<file path="src/rtl/timer_arb_pkg.sv">
// timer_arb_pkg: shared FSM state type and default sizes for timer_arbiter
package timer_arb_pkg;
  typedef enum logic [1:0] {IDLE, LOAD, RUN, DONE} state_t;
  localparam int CW_DEF = 4;
  localparam int NREQ_DEF = 4;
endpackage

</file>
<file path="src/rtl/timer_core.sv">
// timer_core: async-reset up-counter cleared by load, stepped by en; hit flags count==tc
//   clk, reset : clock and asynchronous active-high reset
//   load, en   : clear to zero (wins over en) / increment
//   tc         : terminal count compared against count
//   count, hit : live value and combinational terminal-count match
module timer_core #(
  parameter int CW = 4
) (
  input  logic          clk,
  input  logic          reset,
  input  logic          load,
  input  logic          en,
  input  logic [CW-1:0] tc,
  output logic [CW-1:0] count,
  output logic          hit
);
  assign hit = count == tc;
  always_ff @(posedge clk or posedge reset)
    if (reset) count <= '0;
    else if (load) count <= '0;
    else if (en) count <= count + 1'b1;
endmodule

</file>
<file path="src/rtl/timer_arbiter.sv">
// timer_arbiter: round-robin scheduler sharing one interval timer between NREQ requesters
//   clk, reset : clock and asynchronous active-high reset
//   pause      : present only with TIMER_ARB_PAUSE_EN; freezes the RUN state and counter
//   req, len   : request levels and packed per-requester terminal counts
//   gnt, done  : one-hot grant (LOAD..DONE) and one-cycle completion pulse
//   busy, owner, count : non-IDLE flag, current/last owner index, live timer value
module timer_arbiter
  import timer_arb_pkg::*;
#(
  parameter int NREQ = NREQ_DEF,
  parameter int CW = CW_DEF,
  localparam int IDW = $clog2(NREQ)
) (
  input  logic             clk,
  input  logic             reset,
`ifdef TIMER_ARB_PAUSE_EN
  input  logic             pause,
`endif
  input  logic [NREQ-1:0]    req,
  input  logic [NREQ*CW-1:0] len,
  output logic [NREQ-1:0]    gnt,
  output logic [NREQ-1:0]    done,
  output logic               busy,
  output logic [IDW-1:0]     owner,
  output logic [CW-1:0]      count
);
  state_t state;
  logic [IDW-1:0] last, sel, j;
  logic [NREQ-1:0] oh;
  logic [CW-1:0] tc;
  logic [CW-1:0] lens [NREQ];
  logic hit, abort, hold;
`ifdef TIMER_ARB_PAUSE_EN
  assign hold = pause;
`else
  assign hold = 1'b0;
`endif
  always_comb
    for (int i = 0; i < NREQ; i++) lens[i] = len[i*CW +: CW];
  // Scan downward so the nearest requester after last is the one left in sel.
  always_comb begin
    sel = '0;
    j = '0;
    for (int k = NREQ; k >= 1; k--) begin
      j = IDW'((int'(last) + k) % NREQ);
      if (req[j]) sel = j;
    end
  end
  always_comb begin
    oh = '0;
    oh[sel] = 1'b1;
  end
  assign abort = (state == LOAD || state == RUN) && !req[owner];
  timer_core #(.CW(CW)) u_core (
    .clk(clk),
    .reset(reset),
    .load(state == LOAD || abort),
    .en(state == RUN && !hit && !hold),
    .tc(tc),
    .count(count),
    .hit(hit)
  );
  always_ff @(posedge clk or posedge reset)
    if (reset) begin
      state <= IDLE;
      gnt <= '0;
      done <= '0;
      busy <= 1'b0;
      owner <= '0;
      last <= IDW'(NREQ - 1);
      tc <= '0;
    end else begin
      done <= '0;
      if (abort) begin
        state <= IDLE;
        gnt <= '0;
        busy <= 1'b0;
      end else
        case (state)
          IDLE: if (|req) begin
            owner <= sel;
            last <= sel;
            gnt <= oh;
            busy <= 1'b1;
            state <= LOAD;
          end
          LOAD: begin
            tc <= lens[owner];
            state <= RUN;
          end
          RUN: if (hit && !hold) begin
            done <= gnt;
            state <= DONE;
          end
          default: begin
            gnt <= '0;
            busy <= 1'b0;
            state <= IDLE;
          end
        endcase
    end
endmodule

</file>
<file path="config.mk">
export PLATFORM = sky130hd
export DESIGN_NAME = timer_arbiter
export DESIGN_NICKNAME = d
export VERILOG_FILES = /design/src/rtl/timer_arb_pkg.sv /design/src/rtl/timer_core.sv /design/src/rtl/timer_arbiter.sv
export SDC_FILE = /design/constraint.sdc
export NUM_CORES = 1
export LEC_CHECK = 0
export CAP_MARGIN = 10
export CORE_ASPECT_RATIO = 0.7
export CORE_MARGIN = 2
export CORE_UTILIZATION = 42
export CTS_CLUSTER_DIAMETER = 120
export DETAILED_ROUTE_END_ITERATION = 16
export GPL_TIMING_DRIVEN = 0
export PLACE_DENSITY = 0.7
export SLEW_MARGIN = 30
export SYNTH_ARGS = -nofsm -noshare
export SYNTH_HDL_FRONTEND = slang
export SYNTH_SLANG_ARGS = --single-unit
</file>
<file path="constraint.sdc">
create_clock -name clk -period 1.9 [get_ports clk]
set_clock_uncertainty 0.15 [all_clocks]
set_input_delay 0.38 -clock clk [delete_from_list [all_inputs] [get_ports clk]]
set_output_delay 0.38 -clock clk [all_outputs]
set_load 0.01 [all_outputs]
</file>
* After elaboration in Yosys (flattened, before gate mapping) *
Index checks and enable logic that the tools add are counted.

storage, ports and cells
  memory bits (read-only) = 0
  bits in writable memories = 0
  memories = 0
  output and inout port bits = 15
  latch bits = 0
  word-level logic and storage cells = 78
  register bits = 23

cells by class
  reductions and logical operators = 15
  $lt $le $gt $ge = 8
  shift-type cells = 0
  equal/unequal tests = 6
  div/mod/pow operators = 0
  $mul = 0
  mux-type cells = 34
  bitwise logic cells = 2
  add/sub/neg operators = 5

operators by type and width
  operator               number
  $mux W4                9
  $lt A2 B3 Y1 const B   6
  $mux W2                7
  $bmux W1 S2            5
  $bmux W4 S2            1
  $mux W1                8
  $pmux W4 S2            1
  $ne A3 B3 Y1 const B   2
  $pmux W2 S3            1
  $reduce_and A2 Y1      3
  $add A2 B1 Y2 const B  2
  $add A2 B2 Y2 const B  2
  $add A4 B1 Y4 const B  1
  $eq A4 B4 Y1           1
  $reduce_or A4 Y1       1
  $ge A3 B3 Y1 const B   1
  $logic_and A1 B1 Y1    3
  $not A2 Y3             1
  $reduce_and A3 Y1      1
  $demux W1 S2           1
  $eq A2 B1 Y1 const B   1
  $eq A2 B2 Y1 const B   1
  $ge A2 B1 Y1 const B   1
  $logic_not A1 Y1       2
  7 further kinds        8

* Depth between registers and ports, before layout *
  depth after elaboration = 14
  gate-level depth with buffers = 5
  mapped depth without buffers = 5

* Cells and area by module *
From an unflattened synthesis, not the netlist that was laid out.

second synthesis, totals
  cells, all modules = 104
  area total of the unflattened synthesis = 1283.7 um^2

modules (own cells, without submodules)
  module         cells each  area an instance (um^2)  times used
  timer_arbiter  82          1046.0                   1
  timer_core     22          237.7                    1

* Worst setup path before layout *
Ideal clock, no wire load.

  path type = flip-flop to flip-flop
  start point = register owner[0]
  end point = register tc[0]
  arrival time = 1.653 ns
  period minus slack after synthesis = 1.928 ns
  stages on the path, launching flop included = 6
  slack = -0.028 ns
  path through = dfrtp_1 buf_6 mux4_2 nand2b_4 nand2_2 mux2_2

between the ends
  word-level cells in the longest chain between the ends = 6
  elaborated cells between the ends (all ways) = 10
  classes of those cells = mux (5); bitwise (2); reduce/logical (3)

RTL lines
  element                             RTL line             RTL
  start, declared                     timer_arbiter.sv:24  output logic [IDW-1:0] owner,
  start signal, assigned              timer_arbiter.sv:81  owner <= sel;
  $bmux W1 S2                         timer_arbiter.sv:53  assign abort = (state == LOAD || state == RUN) && !req[owner];
  $mux W1 (implied by the code)       timer_arbiter.sv:53
  $logic_not A1 Y1                    timer_arbiter.sv:53
  $logic_and A1 B1 Y1                 timer_arbiter.sv:53
  $not A1 Y1 (no source line)         -
  $reduce_and A2 Y1 (no source line)  -
  end signal, assigned                timer_arbiter.sv:88  tc <= lens[owner];
  end, declared                       timer_arbiter.sv:30  logic [CW-1:0] tc;

Parallel ways exist; a longest one is shown, timed or not. The select of a mux whose other input is x is not followed.
A chain may end at the register's enable or synchronous reset.

* Final worst setup path *
  start point = register owner[0]
  end point = register tc[2]

Same word-level chain as after synthesis.

==> summary.md <==
| Metric | Value |
|---|---|
| DP HPWL | `~2300 um` |
| Leak | `around 0.81 nW` |
| Number of H-tree levels | `1` |
| Skew-Pair Late Insertion Delay | `about 0.26 ns` |
| Flops & latches, synth | `23` |
| Clk sinks | `23` |
| Worst setup startpoint | `owner[0]` |
| CP max stage cell | `mux4_2` |
| Status | `complete, but fails checks` |
| Worst setup SP type | `flip-flop` |
| Placed Cells | `177` |
| Routed len/inst | `approximately 17 um` |
| Top_reg_cell synth | `dfrtp_1` |
| Clk root buf | `clkbuf_8` |
| Crit path DAT | `approximately 1.9 ns` |
| Layout cells sized above 1 | `between 20% and 30%` |
| Fin crit share | `100%` |
| Final WL | `between 3000 and 4000 um` |
| Syn Nets | `approximately 130` |
| IO buf count | `36` |
| Total vias in the final route | `between 1k and 1.5k` |
| Initial Util | `between 40 and 50%` |
| Max Fclk | `~530 MHz` |
| R2r startpoint | `owner[0]` |
| Worst-Margin Slew | `~0.83 ns` |
| Worst-path cell chain | `buf_6 -> mux4_2 -> nand2b_4 -> nand2_4 -> mux2_4` |
| Worst relative slew slack | `approximately 44%` |
| First-pass GRT wire length | `roughly 4800 um` |
| Antenna viol nets, final | `0` |
| Clk buf depth | `2` |
| N_diodes | `0` |
| Number of DRC markers in iteration 0 | `39` |
| Max VDD drop | `approximately 0.7 mV` |
| Die ar. | `approximately 3600 um^2` |
| PwrDens | `1480 nW/um^2` |
| P&R area growth vs syn | `41.1%` |
| Inserted Clock Buffers | `3` |
| Placement Rows | `16` |
| Synth Warn # | `0` |
| Crit end category | `flip-flop` |
| Grt total ovfl | `0` |
| Routability congestion estimate | `roughly 0.87` |
| Setup violators final | `1` |
| Final Critical Period | `between 1.5 and 2 ns` |
| Synth area leader | `dfrtp_1` |
| DP Worst Slack | `-0.470 ns` |
| Die height | `50.8 um` |
| Final WS setup | `-0.00315 ns` |
| Avg Inst Size Synth | `~13 um^2` |
| Failing checks | `negative setup slack` |
| Worst Setup Path Type | `reg2reg` |
| Area share of the largest cell type after synthesis | `approximately 40%` |
| Final hold violation count | `0` |
| WP data required | `around 1.9 ns` |
| Final std cells w/o fill | `185` |
| Seq/Total Area, Yosys | `a little over two fifths` |
| Residual DRC | `0` |
| Vias per cell | `between 5 and 6` |
| CP max stage delay | `between 0.5 and 0.6 ns` |
| Pin count of the biggest net entering global routing | `24` |
| Hold Path Class | `in2async` |
| Post-Syn Area | `1320 um^2` |
| Die width | `between 70 and 80 um` |
| MaxCap Viol Count | `0` |
| Clock transition at path regs | `around 0.080 ns` |
| Vias in the first global route | `around 1.0k` |
| Post-synthesis cell type count | `40` |
| CTS tree | `built` |
| Final instance area | `between 1500 and 2000 um^2` |
| GRT Util Overall | `about 18%` |
| Gate Count Post-Synth | `about 110` |
| TritonRoute pass-1 iters | `4` |
| Boundary Pins | `37` |
| Post-DP Area | `1730 um^2` |
| Number of flops mapped to enable cells by yosys | `0` |
| Async set-reset flop share out of synthesis | `between 90% and 100%` |
| Fin. max-slew vios | `0` |
| Core area | `just under 3000 um^2` |
| Critical-path maximum fanout | `5` |
| RSZ-0062 raised after global routing | `yes` |
| Top post-synthesis cells by area | `dfrtp_1, mux4_2, mux2_2` |
| Final nets | `177` |
| Initial antenna violation count | `0` |
[logic make-up after synthesis]
group,synth area share (%)
AND/OR/NAND/NOR,16.4
adder cells (fa/ha/maj),4.75
AO/OA/AOI/OAI,12.7
buffers and inverters,2.00
multiplexers,16.9
XOR/XNOR,3.33
flip-flops,43.9
[state kept, by name, summed over array words and instances (netlist names)]
name and count:
gnt 4, busy 1, state 2, owner 2, last 2, tc 4
done 4, u_core.count 4
[stage by stage]
step	hold slack, ns	TNS (ns)	utilization [%]	total power [mW]
finish	0.336	-0.00315	64.4	2.75
CTS	0.335	0	62.5	2.60
global route	0.367	-0.650	64.4	2.93
detailed placement	0.316	-8.27	60.2	2.25
floorplan	0.230	-0.0290	-	1.82
global placement	0.312	-7.65	60.2	2.20
[layout make-up]
class / count / area [um^2]
Buffer: 1 / 11.3
Fill cell: 225 / 1030
Tap cell: 36 / 45.0
Multi-Input combinational cell: 77 / 769
Timing Repair Buffer: 40 / 389
Sequential cell: 23 / 582
Inverter: 4 / 15.0
Clock buffer: 4 / 45.0
[synth_stat cells (2+ instances only)]
cell / instances
a21o_1: 2
a21oi_1: 2
a32o_1: 2
and2_1: 5
dfrtp_1: 21
dfstp_2: 2
ha_1: 5
inv_1: 4
mux2_2: 8
mux2i_1: 2
mux4_2: 5
nand2_1: 3
nand2b_1: 3
nand3_1: 2
nor2_1: 5
nor2b_1: 3
nor4_1: 2
o21ai_0: 3
xor2_1: 5
[cell usage in the layout, fill, tap and decap left out, drive strengths merged, types with 3 or more instances in the layout]
master / instances
xor2: 5
nor2b: 3
clkbuf: 4
buf: 5
and2: 5
dlygate4sd2: 4
nor2: 5
mux4: 5
nand2: 5
dfrtp: 21
clkdlybuf4s50: 32
inv: 3
o21ai: 4
ha: 5
mux2: 8
nand2b: 4
[where the power goes]
group          internal (mW)  switching [mW]
logic                  0.866           0.706
registers              0.688           0.183
clock network          0.150           0.156
total                   1.70            1.04
[worst paths after layout]
kind | depth (start not counted) | to | slack, ns
min in group clk | 1 | busy | 0.34
max in group asynchronous | 2 | u_core.count[1] | 0.84
setup reg to reg | 5 | tc[2] | -0.003
hold reg to reg | 1 | busy | 0.34
hold / removal | 2 | done[2] | 0.34
setup / recovery | 5 | tc[2] | -0.003
[worst max-delay path, delay by kind of cell (launching register included)]
family / cells / cell delay (ns)
muxes: 2 / 0.83
DFF: 1 / 0.36
and+or+nand+nor: 2 / 0.33
buffers and inverters: 1 / 0.11
[routing by layer]
metal / global-route usage [%] / wire length [um] / vias to the layer above
met3: 5.33 / 196 / 4
met2: 29.8 / 1380 / 33
met1: 23.8 / 1500 / 500
met5: 0 / 0 / -
met4: 2.83 / 19 / 0
li1: - / - / 477
[timing repair]
item                                    in CTS  in global routing
buffers inserted                             2                  2
hold buffers                                 0                  0
endpoints found under the setup margin      20                 13
pin swaps                                    1                  2
gates cloned                                 0                  0
gates resized for setup                      7                 10
No activity file was read; power rests on OpenSTA's default activity.
